`config.mk`:
```
export PLATFORM = sky130hd
export DESIGN_NAME = manchester_unescape
export DESIGN_NICKNAME = d
export VERILOG_FILES = /design/src/rtl/manchester_pkg.sv /design/src/rtl/axis_reg_slice.sv /design/src/rtl/manchester_unescape.sv
export SDC_FILE = /design/constraint.sdc
export NUM_CORES = 1
export LEC_CHECK = 0
export ABC_CLOCK_PERIOD_IN_PS = 1900
export BUFFER_PORTS_ARGS = -buffer_cell sky130_fd_sc_hd__clkbuf_2
export CAP_MARGIN = 20
export CORE_MARGIN = 2
export CORE_UTILIZATION = 50
export CTS_CLUSTER_SIZE = 14
export DETAILED_ROUTE_END_ITERATION = 8
export PLACE_DENSITY = 0.8
export SLEW_MARGIN = 40
export SYNTH_ARGS = -nofsm -noshare
export SYNTH_HDL_FRONTEND = slang
export SYNTH_SLANG_ARGS = --single-unit
```
`constraint.sdc`:
```
create_clock -name aclk -period 1.9 [get_ports aclk]
set_input_delay 0.095 -clock aclk [delete_from_list [all_inputs] [get_ports aclk]]
set_output_delay 0.095 -clock aclk [all_outputs]
set_load 0.05 [all_outputs]
```
`src/rtl/manchester_pkg.sv`:
```
// Symbol constants and decoder state encoding shared by the Manchester
// link byte escaper and unescaper.
package manchester_pkg;

    localparam int          SYMBOL_WIDTH           = 8;
    localparam logic [7:0]  ESCAPED_SYMBOL_DEFAULT = 8'hD5;
    localparam logic [7:0]  ESCAPE_SYMBOL_DEFAULT  = 8'hE5;
    localparam logic [7:0]  REPLACE_SYMBOL_DEFAULT = 8'hF5;

    typedef enum logic {
        REGULAR = 1'b0,
        ESCAPED = 1'b1
    } esc_state_t;

endpackage

```
`src/rtl/axis_reg_slice.sv`:
```
// Single-stage AXI-Stream output register carrying tdata/tlast/tuser.
// The owner decides when to load; otherwise the slot drains on tready.
module axis_reg_slice #(
    parameter int DATA_WIDTH = 8
) (
    input  logic                  aclk,
    input  logic                  aresetn,
    input  logic                  load,
    input  logic [DATA_WIDTH-1:0] in_data,
    input  logic                  in_last,
    input  logic                  in_user,
    output logic                  in_ready,
    output logic [DATA_WIDTH-1:0] m_axis_tdata,
    output logic                  m_axis_tvalid,
    input  logic                  m_axis_tready,
    output logic                  m_axis_tlast,
    output logic                  m_axis_tuser
);

    logic [DATA_WIDTH-1:0] data_reg;
    logic                  valid_reg;
    logic                  last_reg;
    logic                  user_reg;

    // Space is available when the slot is empty or is being drained this cycle.
    assign in_ready = !valid_reg || m_axis_tready;

    always_ff @(posedge aclk) begin
        if (!aresetn) begin
            data_reg  <= '0;
            valid_reg <= 1'b0;
            last_reg  <= 1'b0;
            user_reg  <= 1'b0;
        end else if (load) begin
            data_reg  <= in_data;
            valid_reg <= 1'b1;
            last_reg  <= in_last;
            user_reg  <= in_user;
        end else if (m_axis_tready) begin
            valid_reg <= 1'b0;
        end
    end

    assign m_axis_tdata  = data_reg;
    assign m_axis_tvalid = valid_reg;
    assign m_axis_tlast  = last_reg;
    assign m_axis_tuser  = user_reg;

endmodule

```
`src/rtl/manchester_unescape.sv`:
```
// Receive-side unescaper: strips escape prefixes from an AXI-Stream byte
// stream, restores reserved bytes and tags protocol violations in tuser.
module manchester_unescape
    import manchester_pkg::*;
#(
    parameter int                    DATA_WIDTH     = SYMBOL_WIDTH,
    parameter logic [DATA_WIDTH-1:0] ESCAPED_SYMBOL = ESCAPED_SYMBOL_DEFAULT,
    parameter logic [DATA_WIDTH-1:0] ESCAPE_SYMBOL  = ESCAPE_SYMBOL_DEFAULT,
    parameter logic [DATA_WIDTH-1:0] REPLACE_SYMBOL = REPLACE_SYMBOL_DEFAULT,
    parameter int                    ERR_CNT_WIDTH  = 16
) (
    input  logic                     aclk,
    input  logic                     aresetn,
    input  logic [DATA_WIDTH-1:0]    s_axis_tdata,
    input  logic                     s_axis_tvalid,
    output logic                     s_axis_tready,
    input  logic                     s_axis_tlast,
    output logic [DATA_WIDTH-1:0]    m_axis_tdata,
    output logic                     m_axis_tvalid,
    input  logic                     m_axis_tready,
    output logic                     m_axis_tlast,
    output logic                     m_axis_tuser,
    output logic [ERR_CNT_WIDTH-1:0] err_count
);

    esc_state_t              state_reg;
    esc_state_t              state_next;
    logic                    in_ready;
    logic                    beat;
    logic                    load;
    logic [DATA_WIDTH-1:0]   out_data;
    logic                    out_last;
    logic                    out_user;
    logic [ERR_CNT_WIDTH-1:0] err_count_reg;

    assign s_axis_tready = in_ready;
    assign beat          = s_axis_tvalid && in_ready;

    always_ff @(posedge aclk) begin
        if (!aresetn) begin
            state_reg <= REGULAR;
        end else begin
            state_reg <= state_next;
        end
    end

    always_comb begin
        state_next = state_reg;
        load       = 1'b0;
        out_data   = s_axis_tdata;
        out_last   = s_axis_tlast;
        out_user   = 1'b0;
        if (beat) begin
            case (state_reg)
                REGULAR: begin
                    if (s_axis_tdata == ESCAPE_SYMBOL) begin
                        if (s_axis_tlast) begin
                            // Escape cut off by end of frame: emit it so tlast is not lost.
                            load     = 1'b1;
                            out_user = 1'b1;
                        end else begin
                            state_next = ESCAPED;
                        end
                    end else begin
                        load     = 1'b1;
                        out_user = (s_axis_tdata == ESCAPED_SYMBOL);
                    end
                end
                ESCAPED: begin
                    load       = 1'b1;
                    state_next = REGULAR;
                    if (s_axis_tdata == REPLACE_SYMBOL) begin
                        out_data = ESCAPED_SYMBOL;
                    end else if (s_axis_tdata != ESCAPE_SYMBOL) begin
                        out_user = 1'b1;
                    end
                end
                default: begin
                    state_next = REGULAR;
                end
            endcase
        end
    end

    always_ff @(posedge aclk) begin
        if (!aresetn) begin
            err_count_reg <= '0;
        end else if (load && out_user && (err_count_reg != '1)) begin
            err_count_reg <= err_count_reg + 1'b1;
        end
    end

    assign err_count = err_count_reg;

    axis_reg_slice #(
        .DATA_WIDTH(DATA_WIDTH)
    ) u_out_slice (
        .aclk          (aclk),
        .aresetn       (aresetn),
        .load          (load),
        .in_data       (out_data),
        .in_last       (out_last),
        .in_user       (out_user),
        .in_ready      (in_ready),
        .m_axis_tdata  (m_axis_tdata),
        .m_axis_tvalid (m_axis_tvalid),
        .m_axis_tready (m_axis_tready),
        .m_axis_tlast  (m_axis_tlast),
        .m_axis_tuser  (m_axis_tuser)
    );

endmodule
```
* Yosys cells after proc, flatten, opt, wreduce, memory -nomap -nowiden
Index checks and enable logic that the tools add are counted.
Widths: inputs -> output; s select.
** Storage, ports and cells
- Register bits after elaboration :: 28
- Input bits :: 13
- Output and inout port bits :: 28
- Word-level logic and storage cells :: 36
** Operators by class
- Add/sub/neg operators :: 1
- Equality and inequality tests :: 5
- Muxes and demuxes :: 17
- Bitwise gates (word level) :: 1
- Reductions and logical operators :: 6
** Operators by type and width (number)
- $eq 8x8->1 const B :: 3
- $mux 8 :: 3
- $add 16x1->16 const B :: 1
- $ne 16x16->1 const B :: 1
- $mux 1 :: 11
- $ne 8x8->1 const B :: 1
- $pmux 1 s2 :: 3
- $logic_and 1x1->1 :: 3
- $reduce_bool 2->1 :: 1
- $logic_not 1->1 :: 1
- $logic_or 1x1->1 :: 1
- $not 1->1 :: 1

* Longest topological paths before layout
Gate-level depths: netlist of run 1.
- Depth in word-level cells :: 7
- Depth in mapped cells :: 7
- Mapped depth without buffers :: 6

* By module
From an unflattened synthesis of run 1, not the netlist that was laid out.
** Unflattened totals
- Cell total of the unflattened synthesis :: 157
- Area total of the unflattened synthesis :: 1391.3 um^2
** Modules (own cells, without submodules)
- manchester_unescape :: instances 1, cells each 121, area each 975.9 um^2, seq. area each 340.3 um^2
- axis_reg_slice :: instances 1, cells each 36, area each 415.4 um^2, seq. area each 220.2 um^2

* Worst setup path after synthesis of run 1
OpenSTA, ideal clock, no wires.
- Path type :: reg-to-reg
- From :: reg u_out_slice.valid_reg, in the netlist u_out_slice.m_axis_tvalid
- To :: reg err_count_reg[0], in the netlist err_count[0]
- Library setup time :: 0.070 ns
- Data arrival time :: 2.141 ns
- Data required time :: 1.830 ns
- Slack :: -0.311 ns
- Stages on the path, launching flop included :: 8
- Buffers on the path :: 2
- Clock period less this slack :: 2.211 ns
- Cell sequence :: dfxtp_1 > nand2b_1 > and2_2 > o21ai_1 > buf_2 > buf_4 > o21ai_0 > a21oi_1
** On the way
- Longest elaborated chain between the ends :: 6
- Elaborated cells between the ends (all ways) :: 7
- Those cells by class :: mux (2); reduce/logical (5)
** RTL lines
- start, declared :: RTL line axis_reg_slice.sv:21 : logic valid_reg;
- start signal, assigned :: RTL line axis_reg_slice.sv:31 : valid_reg <= 1'b0;
- start signal, assigned :: RTL line axis_reg_slice.sv:36 : valid_reg <= 1'b1;
- start signal, assigned :: RTL line axis_reg_slice.sv:40 : valid_reg <= 1'b0;
- $logic_not 1->1 * :: RTL line axis_reg_slice.sv:26 : assign in_ready = !valid_reg || m_axis_tready;
- $logic_or 1x1->1 * :: RTL line axis_reg_slice.sv:26
- named net s_axis_tready :: RTL line manchester_unescape.sv:16 : output logic s_axis_tready,
- $logic_and 1x1->1 * :: RTL line manchester_unescape.sv:37 : assign beat = s_axis_tvalid && in_ready;
- $mux 1 :: RTL line manchester_unescape.sv:53 : if (beat) begin
- $logic_and 1x1->1 * (2 in a row) :: RTL line manchester_unescape.sv:88 : end else if (load && out_user && (err_count_reg != '1)) begin
- end signal, assigned :: RTL line manchester_unescape.sv:89 : err_count_reg <= err_count_reg + 1'b1;
- end, declared :: RTL line manchester_unescape.sv:34 : logic [ERR_CNT_WIDTH-1:0] err_count_reg;
The timed path passes the listed nets; every way through them passes the cells marked *.
A chain may end at the register's enable or synchronous reset.

* Worst setup path after layout of run 1
- From :: reg state_reg
- To :: reg err_count_reg[15], in the netlist err_count[15]
** On the way
- Longest elaborated chain between the ends :: 5
- Elaborated cells between the ends (all ways) :: 7
- Those cells by class :: mux (4); bitwise (1); reduce/logical (2)
** RTL lines
- start, declared :: RTL line manchester_unescape.sv:26 : esc_state_t state_reg;
- start signal, assigned :: RTL line manchester_unescape.sv:43 : state_reg <= state_next;
- $not 1->1
- $pmux 1 s2 :: RTL line manchester_unescape.sv:54 : case (state_reg)
- $mux 1 :: RTL line manchester_unescape.sv:53
- $logic_and 1x1->1 * (2 in a row) :: RTL line manchester_unescape.sv:88
Mark *: on every way between the ends. The rest lies on a longest branch, timed or not.

==> reports/results.tsv, run 1 <==
stage	metric	value	unit
cells_and_area	diodes	0	
worst_setup_path	r2r_setup_slack	0.08	ns
timing	drv_slew	0	
routing	wl_met2	1630	um
routing	drt_iter0_drc	49	
global_routing	grt_first_pass_wirelength	5240	um
logic_synthesis	avgSynthCellArea	8.47	sq um
global_routing	track_usage	20.5	%
clocking	cts_made_buffers	3	
routing	route.vias.total	1387	
clocking	cts_root_buf	clkbuf_4	
routing	wl_per_cell	13.8	um
worst_setup_path	timing.rr.start	state_reg$_SDFFE_PN0P_	
floorplan	core_area	2520	sq um
routing	dr.pass1.iters	4	
cells_and_area	fill_cells	214	
status	status	completed	
worst_setup_path	cp-start-kind	flop	
floorplan	start_util	53.4	%
routing	ant_nets	0	
routing	drc	0	
global_routing	overflow	0	
clocking	insertion_delay	0.32	ns
cells_and_area	nets	218	
timing	tightestPinTransition	0.674	ns
floorplan	rows	18	
timing	rsz0062_at_grt	no	
worst_setup_path	reg2reg_depth	6	
flow_run	maxCapViolations	0	
cells_and_area	final_core_util	65.9	%
floorplan	io_pins	41	
routing	dr_wl_met3	164	um
logic_synthesis	synth_seq_area_share	41.6	%
floorplan	die_y	55.9	um
routing	drt-met1-wl	1400	um
timing	timing.final.crit_period	1.82	ns
clocking	cts_tree	built	
clocking	postCtsSetupRepairBufs	0	
placed_design	hpwl	2300	um
worst_setup_path	worstSetupPathType	flop to flop	
logic_synthesis	synth_area	1350	sq um
routing	viasPerCell	5.95	
power	power_density	615	nW/um^2
placed_design	io_buffers	40	
routing	drt_wl_total	3220	um
min_path	min-delay-path-class	primary input to flop	
worst_setup_path	endpoint_kind	flop	
min_path	whs_endpoint	u_out_slice.m_axis_tdata[2]$_SDFFE_PN0P_	
global_routing	grt_pass1_vias	1208	
timing	relSlewSlack	55.1	%
clocking	clock_sinks	28	
clocking	clk_path_buf_depth	2	
timing	finalCritPeriodShare	95.9	%
cells_and_area	largest_reg_flops	16	
timing	setup-tns-final	0	ns
cells_and_area	area_growth	23.5	%
worst_setup_path	cp.required	2.15	ns
min_path	min_from	s_axis_tdata[2]	
timing	holdWs	0.00350	ns
logic_synthesis	yosysWarnings	0	
min_path	hold_depth	3	
placed_design	routabilityCongestion	0.775	
cells_and_area	final_common_cell	clkbuf_2	
worst_setup_path	r2r_end	err_count[15]$_SDFFE_PN0P_	
global_routing	antenna_found_initial	0	
timing	clock.fmax	549	MHz
logic_synthesis	ys_seq_elements	28	
logic_synthesis	syn-num-nets	173	
cells_and_area	mostFrequentLayoutCells	clkbuf_2 (40), nand2_1 (26), a21oi_1 (20)	
timing	setup_violations	0	
logic_synthesis	synth_cells	159	
floorplan	die_area	3120	sq um
floorplan	die_w	55.9	um
routing	dr.max_layer_used	met4	
clocking	path_clk_slew	0.15	ns
clocking	htreeDepth	1	
global_routing	grt_start_max_net_pins	22	
timing	fin_skew	0.00900	ns
power	peakVddDrop	0.000441	V
worst_setup_path	cp.arrival	2.07	ns
cells_and_area	drive_above_1_share	33.0	%
worst_setup_path	critPathMaxFanout	10	
timing	hold_viol	0	
logic_synthesis	netlist-cell-type-count	37	
power	p_leak	0.640	nW
-- Yosys cell counts (all sizes together) --
cell    instances  area (sq um)
a21oi          20           100
dfxtp          28           561
ha              1          12.5
nand3           7          35.0
nand2b          5          31.3
o41a            1          11.3
o21ai           4          20.0
o21a            1          7.51
nand4           3          18.8
or3             2          17.5
and4            1          8.76
a22oi           1          7.51
nor3            1          5.00
nor2            6          30.0
nand2          26          97.6
a41oi           1          8.76
and2            2          13.8
o2111a          1          11.3
buf             5          33.8
nor4            2          12.5
inv             6          22.5
nor3b           1          7.51
and4bb          2          25.0
o31ai          10          75.1
mux2i           4          40.0
o41ai           2          25.0
or4            10          75.1
o211ai          2          15.0
nor2b           1          6.26
clkbuf          3          11.3
-- critical path: stages (launching register included) --
cell	delay, ns
dfxtp_4	0.39
and4bb_1	0.25
o2111a_1	0.21
o21ai_2	0.09
buf_6	0.15
or4_1	0.50
a21oi_1	0.16
-- metrics by stage --
step	std cells	total power, mW	area [sq um]	worst slack (ns)
2_1_floorplan	159	0.733	1370	0.0399
3_3_place_gp	227	0.775	1600	0.150
3_5_place_dp	227	0.781	1600	0.0615
4_1_cts	231	1.03	1630	0.0323
5_1_grt	233	1.07	1660	0.00732
6_report	233	1.02	1660	0.0785
-- report_power, final --
part / leakage [nW] / switching (mW) / internal, mW
registers: 0.233 / 0.0107 / 0.601
logic: 0.392 / 0.114 / 0.0474
clock network: 0.0150 / 0.168 / 0.0821
-- kinds of logic after synthesis --
logic type	synth area share (%)
buffers and inverters	5.02
AO/OA/AOI/OAI	20.9
AND/OR/NAND/NOR	28.5
multiplexers	2.97
adder cells (fa/ha/maj)	0.929
flip-flops	41.6
-- repair_timing --
item / in CTS / in global routing
hold buffers: 0 / 1
endpoints found under the hold margin: 0 / 1
setup endpoints to repair: 0 / 10
resized for setup: 0 / 5
-- layout make-up --
| type | instances | area [sq um] | share of cell area (%) |
|---|---|---|---|
| Tap cell | 30 | 37.5 | 2.26 |
| Clock buffer | 4 | 26.3 | 1.58 |
| Multi-Input combinational cell | 117 | 732 | 44.0 |
| Timing Repair Buffer | 48 | 264 | 15.9 |
| Sequential cell | 28 | 581 | 34.9 |
| Inverter | 6 | 22.5 | 1.35 |
-- worst max path at each step --
stage / start / endpoint / slack [ns] / cells after the start
2_1_floorplan: err_count[8]$_SDFFE_PN0P_ / err_count[12]$_SDFFE_PN0P_ / 0.04 / 4
3_3_place_gp: state_reg$_SDFFE_PN0P_ / err_count[7]$_SDFFE_PN0P_ / 0.15 / 6
3_5_place_dp: state_reg$_SDFFE_PN0P_ / err_count[7]$_SDFFE_PN0P_ / 0.06 / 6
4_1_cts: state_reg$_SDFFE_PN0P_ / err_count[7]$_SDFFE_PN0P_ / 0.03 / 6
5_1_grt: state_reg$_SDFFE_PN0P_ / err_count[14]$_SDFFE_PN0P_ / 0.007 / 6
6_report: state_reg$_SDFFE_PN0P_ / err_count[15]$_SDFFE_PN0P_ / 0.08 / 6
-- per-layer routing --
layer  track usage (%)  vias to the layer above
met4              6.46                        0
met5                 0                        -
li1                  -                      676
met2              36.9                       44
met1              25.1                      665
met3              2.79                        2
Power figures use the tool's default switching activity.
==> run 2: changes to the inputs <==
--- a/config.mk
+++ b/config.mk
@@ -12,7 +12,7 @@
 export CORE_UTILIZATION = 50
 export CTS_CLUSTER_SIZE = 14
 export DETAILED_ROUTE_END_ITERATION = 8
-export PLACE_DENSITY = 0.8
+export PLACE_DENSITY = 0.78
 export SLEW_MARGIN = 40
 export SYNTH_ARGS = -nofsm -noshare
 export SYNTH_HDL_FRONTEND = slang
==> reports/results.tsv, run 2 (synthesis results as in run 1) <==
stage	metric	value	unit
worst_setup_path	cp.required	2.15	ns
floorplan	die_area	3120	sq um
status	violations	negative setup slack	
placed_design	hpwl	2310	um
worst_setup_path	cp-start-kind	primary input	
clocking	cts_root_buf	clkbuf_4	
global_routing	grt_first_pass_wirelength	5220	um
flow_run	maxCapViolations	0	
cells_and_area	largest_reg_flops	16	
timing	drv_slew	0	
worst_setup_path	worstSetupPathType	primary input to flop	
global_routing	grt_pass1_vias	1234	
global_routing	track_usage	20.2	%
timing	setup_violations	2	
routing	route.vias.total	1448	
worst_setup_path	endpoint_kind	flop	
routing	drt_wl_total	3490	um
placed_design	dp.cells	227	
cells_and_area	mostFrequentLayoutCells	clkbuf_2 (40), nand2_1 (26), a21oi_1 (19)	
placed_design	io_buffers	40	
routing	wl_per_cell	14.7	um
routing	dr.pass1.iters	5	
floorplan	die_w	55.9	um
cells_and_area	diodes	0	
cells_and_area	final_common_cell	clkbuf_2	
timing	fin_ws	-0.0220	ns
clocking	path_clk_slew	0.15	ns
clocking	htreeDepth	1	
global_routing	overflow	0	
floorplan	rows	18	
routing	viasPerCell	6.08	
worst_setup_path	slowest_delay	0.53	ns
routing	dr.max_layer_used	met4	
worst_setup_path	cp_slowest_cell	dlygate4sd3_1	
floorplan	start_util	53.4	%
cells_and_area	fill_cells	212	
status	status	complete, but fails checks	
routing	drt-met1-wl	1460	um
routing	dr_wl_met3	193	um
floorplan	core_area	2520	sq um
min_path	min-delay-path-class	primary input to flop	
worst_setup_path	crit_chain	dlygate4sd3_1, clkbuf_2, and4bb_2, o2111a_1, o21ai_2, buf_6, or4_1, a21oi_1	
worst_setup_path	critPathMaxFanout	10	
timing	relSlewSlack	51.6	%
floorplan	die_y	55.9	um
power	peakVddDrop	0.000522	V
timing	holdWs	0.0272	ns
cells_and_area	finalNonFillerCells	238	
placed_design	preCtsSetupSlack	0.141	ns
global_routing	grt_start_max_net_pins	22	
placed_design	placed_area	1600	sq um
timing	clock.fmax	520	MHz
cells_and_area	drive_above_1_share	35.6	%
power	power_density	604	nW/um^2
timing	fin_skew	0.00214	ns
timing	timing.final.crit_period	1.92	ns
timing	hold_viol	0	
routing	drc	0	
power	p_leak	0.660	nW
routing	ant_nets	0	
timing	finalCritPeriodShare	101	%
global_routing	antenna_found_initial	0	
clocking	cts_tree	built	
worst_setup_path	path_buf_inv	3	
cells_and_area	area_growth	27.8	%
floorplan	io_pins	41	
clocking	cts_made_buffers	3	
cells_and_area	design_area	1720	sq um
clocking	clock_sinks	28	
cells_and_area	nets	223	
worst_setup_path	cp.arrival	2.18	ns
clocking	insertion_delay	0.32	ns
routing	wl_met2	1750	um
placed_design	routabilityCongestion	0.754	
worst_setup_path	crit_family	buffers and inverters	
clocking	clk_path_buf_depth	2	
timing	tightestPinTransition	0.725	ns
routing	drt_iter0_drc	85	
## run 2: changes by cell type in the layout (fill, tap and decap cells not counted), sizes merged
cell,before,now
dlygate4sd3,1,4
buf,7,9
## run 2: layout make-up
cell class                 count  area (sq um)  area share, %
multi-input combinational    117           747           43.4
sequential                    28           578           33.6
inverter                       6          22.5           1.31
timing repair buffer          53           309           18.0
clock buffer                   4          26.3           1.53
tap                           30          37.5           2.18
## run 2: final timing paths
path	start	to	slack (ns)	cells after the start
max	s_axis_tdata[2]	err_count[4]$_SDFFE_PN0P_	-0.02	8
min	s_axis_tdata[4]	u_out_slice.m_axis_tdata[4]$_SDFFE_PN0P_	0.03	3
max reg2reg	state_reg$_SDFFE_PN0P_	err_count[4]$_SDFFE_PN0P_	0.06	6
min reg2reg	u_out_slice.m_axis_tdata[2]$_SDFFE_PN0P_	u_out_slice.m_axis_tdata[2]$_SDFFE_PN0P_	0.46	2
## run 2: routing by layer
metal / GRT usage (%) / vias up
li1: - / 690
met1: 23.6 / 677
met2: 37.9 / 71
met3: 2.09 / 10
met4: 6.80 / 0
met5: 0 / -
## run 2: timing repair
item,CTS,global route
endpoints found under the setup margin,0,10
gates resized for setup,0,9
setup buffers,0,2
endpoints found under the hold margin,4,0
hold buffers,4,0
## run 2: metrics by stage
step	utilization [%]	TNS (ns)	total power, mW
finish	68.2	-0.0417	1.04
global route	68.2	-0.361	1.07
CTS	66.2	0	1.03
detailed placement	63.5	0	0.780
global placement	63.5	0	0.775
floorplan	-	0	0.733
## run 2: worst register-to-register path, stage by stage (launching register included)
cell	delay (ns)
dfxtp_1	0.34
and4bb_1	0.26
o2111a_1	0.26
o21ai_2	0.10
buf_6	0.15
or4_1	0.50
a21oi_1	0.16
## run 2: power breakdown
part | switching [mW] | internal, mW
Sequential | 0.00946 | 0.601
Clock | 0.175 | 0.0823
Combinational | 0.119 | 0.0519
==> run 3: changes to the inputs <==
--- a/config.mk
+++ b/config.mk
@@ -5,9 +5,10 @@
 export SDC_FILE = /design/constraint.sdc
 export NUM_CORES = 1
 export LEC_CHECK = 0
-export ABC_CLOCK_PERIOD_IN_PS = 1900
+export ABC_CLOCK_PERIOD_IN_PS = 2000
 export BUFFER_PORTS_ARGS = -buffer_cell sky130_fd_sc_hd__clkbuf_2
 export CAP_MARGIN = 20
+export CORE_ASPECT_RATIO = 0.75
 export CORE_MARGIN = 2
 export CORE_UTILIZATION = 50
 export CTS_CLUSTER_SIZE = 14
==> constraint.sdc (replaced) <==
create_clock -name aclk -period 2 [get_ports aclk]
set_input_delay 0.1 -clock aclk [delete_from_list [all_inputs] [get_ports aclk]]
set_output_delay 0.1 -clock aclk [all_outputs]
set_load 0.02 [all_outputs]
==> reports/results.tsv, run 3 (synthesis results as in run 1) <==
stage	metric	value	unit
status	status	completed	
cells_and_area	largest_reg_flops	16	
clocking	insertion_delay	0.33	ns
placed_design	placed_area	1590	sq um
timing	tightestPinTransition	0.709	ns
worst_setup_path	cp-start-kind	primary input	
worst_setup_path	endpoint_kind	flop	
global_routing	antenna_found_initial	0	
power	p_int	0.734	mW
global_routing	grt_pass1_vias	1274	
cells_and_area	drive_above_1_share	27.9	%
worst_setup_path	critPathMaxFanout	15	
worst_setup_path	cp.arrival	2.25	ns
routing	viasPerCell	5.71	
cells_and_area	final_common_cell	clkbuf_2	
timing	rsz0062_at_grt	yes	
cells_and_area	final_core_util	65.7	%
routing	route.vias.total	1370	
timing	drv_slew	0	
cells_and_area	multiInputGateArea	733	sq um
worst_setup_path	worstSetupPathType	primary input to flop	
timing	finalCritPeriodShare	98.5	%
power	power_density	584	nW/um^2
timing	setup-tns-final	0	ns
placed_design	routabilityCongestion	0.801	
global_routing	track_usage	20.4	%
global_routing	grt_start_max_net_pins	30	
clocking	postCtsSetupRepairBufs	0	
cells_and_area	area_growth	26.0	%
worst_setup_path	cp_slowest_cell	dlygate4sd3_1	
routing	drt_wl_total	3300	um
placed_design	hpwl	2260	um
cells_and_area	mostFrequentLayoutCells	clkbuf_2 (40), dfxtp_1 (28), nand2_1 (26)	
worst_setup_path	crit_chain	dlygate4sd3_1, clkbuf_2, and4bb_2, o2111a_1, o21ai_2, clkbuf_16, or4_1, a21oi_2	
worst_setup_path	cp.required	2.28	ns
worst_setup_path	slowest_delay	0.54	ns
timing	setup_violations	0	
clocking	clk_path_buf_depth	2	
routing	drt-met1-wl	1510	um
timing	relSlewSlack	52.7	%
floorplan	rows	16	
min_path	min-delay-path-class	primary input to flop	
flow_run	maxCapViolations	0	
timing	hold_viol	0	
cells_and_area	design_area	1700	sq um
routing	drc	0	
floorplan	die_w	63.9	um
clocking	cts_made_buffers	3	
cells_and_area	seq_area	561	sq um
routing	drt_iter0_drc	45	
routing	wl_per_cell	13.8	um
power	pwr-share-clk	28.5	%
cells_and_area	diodes	0	
power	seqPwrFrac	58.8	%
cells_and_area	fill_cells	205	
cells_and_area	nets	219	
routing	wl_met2	1570	um
timing	holdWs	0.0310	ns
floorplan	die_y	48.9	um
routing	dr_wl_met3	192	um
timing	timing.final.crit_period	1.97	ns
routing	ant_nets	0	
clocking	path_clk_slew	0.16	ns
timing	fin_skew	0.00965	ns
power	share_comb_of_total_power	12.7	%
global_routing	grt_first_pass_wirelength	5220	um
global_routing	overflow	0	
clocking	cts_root_buf	clkbuf_4	
power	peakVddDrop	0.000606	V
routing	dr.pass1.iters	4	
power	power.total	0.991	mW
timing	clock.fmax	508	MHz
clocking	htreeDepth	1	
floorplan	start_util	52.1	%
power	netSwitchingFraction	25.9	%
floorplan	io_pins	41	
routing	dr.max_layer_used	met4	
placed_design	io_buffers	40	
power	power_switching	0.257	mW
power	p_leak	0.652	nW
clocking	clock_sinks	28	
floorplan	die_area	3130	sq um
floorplan	core_area	2580	sq um
clocking	cts_tree	built	
==> run 3: changes by cell type in the layout (fill, tap and decap cells not counted), moves of 2 or more <==
cell and delta:
dfxtp_2 -8, dfxtp_4 -2, dfxtp_1 +10, buf_4 -4
==> run 3: critical path, delay by kind of cell <==
family                 cells  cell delay (ns)
buffers and inverters      3             0.83
AOI/OAI and AO/OA          3             0.44
and+or+nand+nor            2             0.86
==> run 3: power by group through the flow <==
stage	clock [mW]	combinational, mW	sequential, mW
floorplan	0	0.0531	0.611
global placement	0	0.110	0.593
detailed placement	0	0.114	0.594
CTS	0.289	0.120	0.582
global route	0.307	0.138	0.585
finish	0.282	0.126	0.582
==> run 3: repair_timing <==
item / in CTS / in global routing
hold endpoints to repair: 4 / 0
resized for setup: 0 / 5
hold buffers: 4 / 0
endpoints found under the setup margin: 0 / 10
==> run 3: path summary, 6_finish.rpt <==
check | depth (start not counted) | slack (ns) | end | startpoint
max | 8 | 0.03 | err_count[14]$_SDFFE_PN0P_ | s_axis_tdata[3]
min | 3 | 0.03 | u_out_slice.m_axis_tdata[7]$_SDFFE_PN0P_ | s_axis_tdata[7]
max reg2reg | 6 | 0.11 | err_count[14]$_SDFFE_PN0P_ | state_reg$_SDFFE_PN0P_
min reg2reg | 2 | 0.47 | u_out_slice.m_axis_tdata[2]$_SDFFE_PN0P_ | u_out_slice.m_axis_tdata[2]$_SDFFE_PN0P_
==> run 3: cell type report <==
| class | instances | share of cell area, % |
|---|---|---|
| Tap cell | 36 | 2.65 |
| Timing Repair Buffer | 49 | 17.6 |
| Clock buffer | 4 | 2.14 |
| Inverter | 6 | 1.33 |
| Multi-Input combinational cell | 117 | 43.2 |
| Sequential cell | 28 | 33.0 |
==> run 3: per-layer routing <==
metal	vias up	global-route usage, %
li1	683	-
met2	43	34.0
met4	0	5.43
met1	638	26.0
met5	-	0
met3	6	5.77
==> run 3: metrics by stage <==
step	setup WS (ns)	std cells
after CTS	0.0594	239
final	0.0302	240
after floorplan	0.121	159
after global placement	0.243	231
after global routing	-0.0385	240
after detailed placement	0.175	231
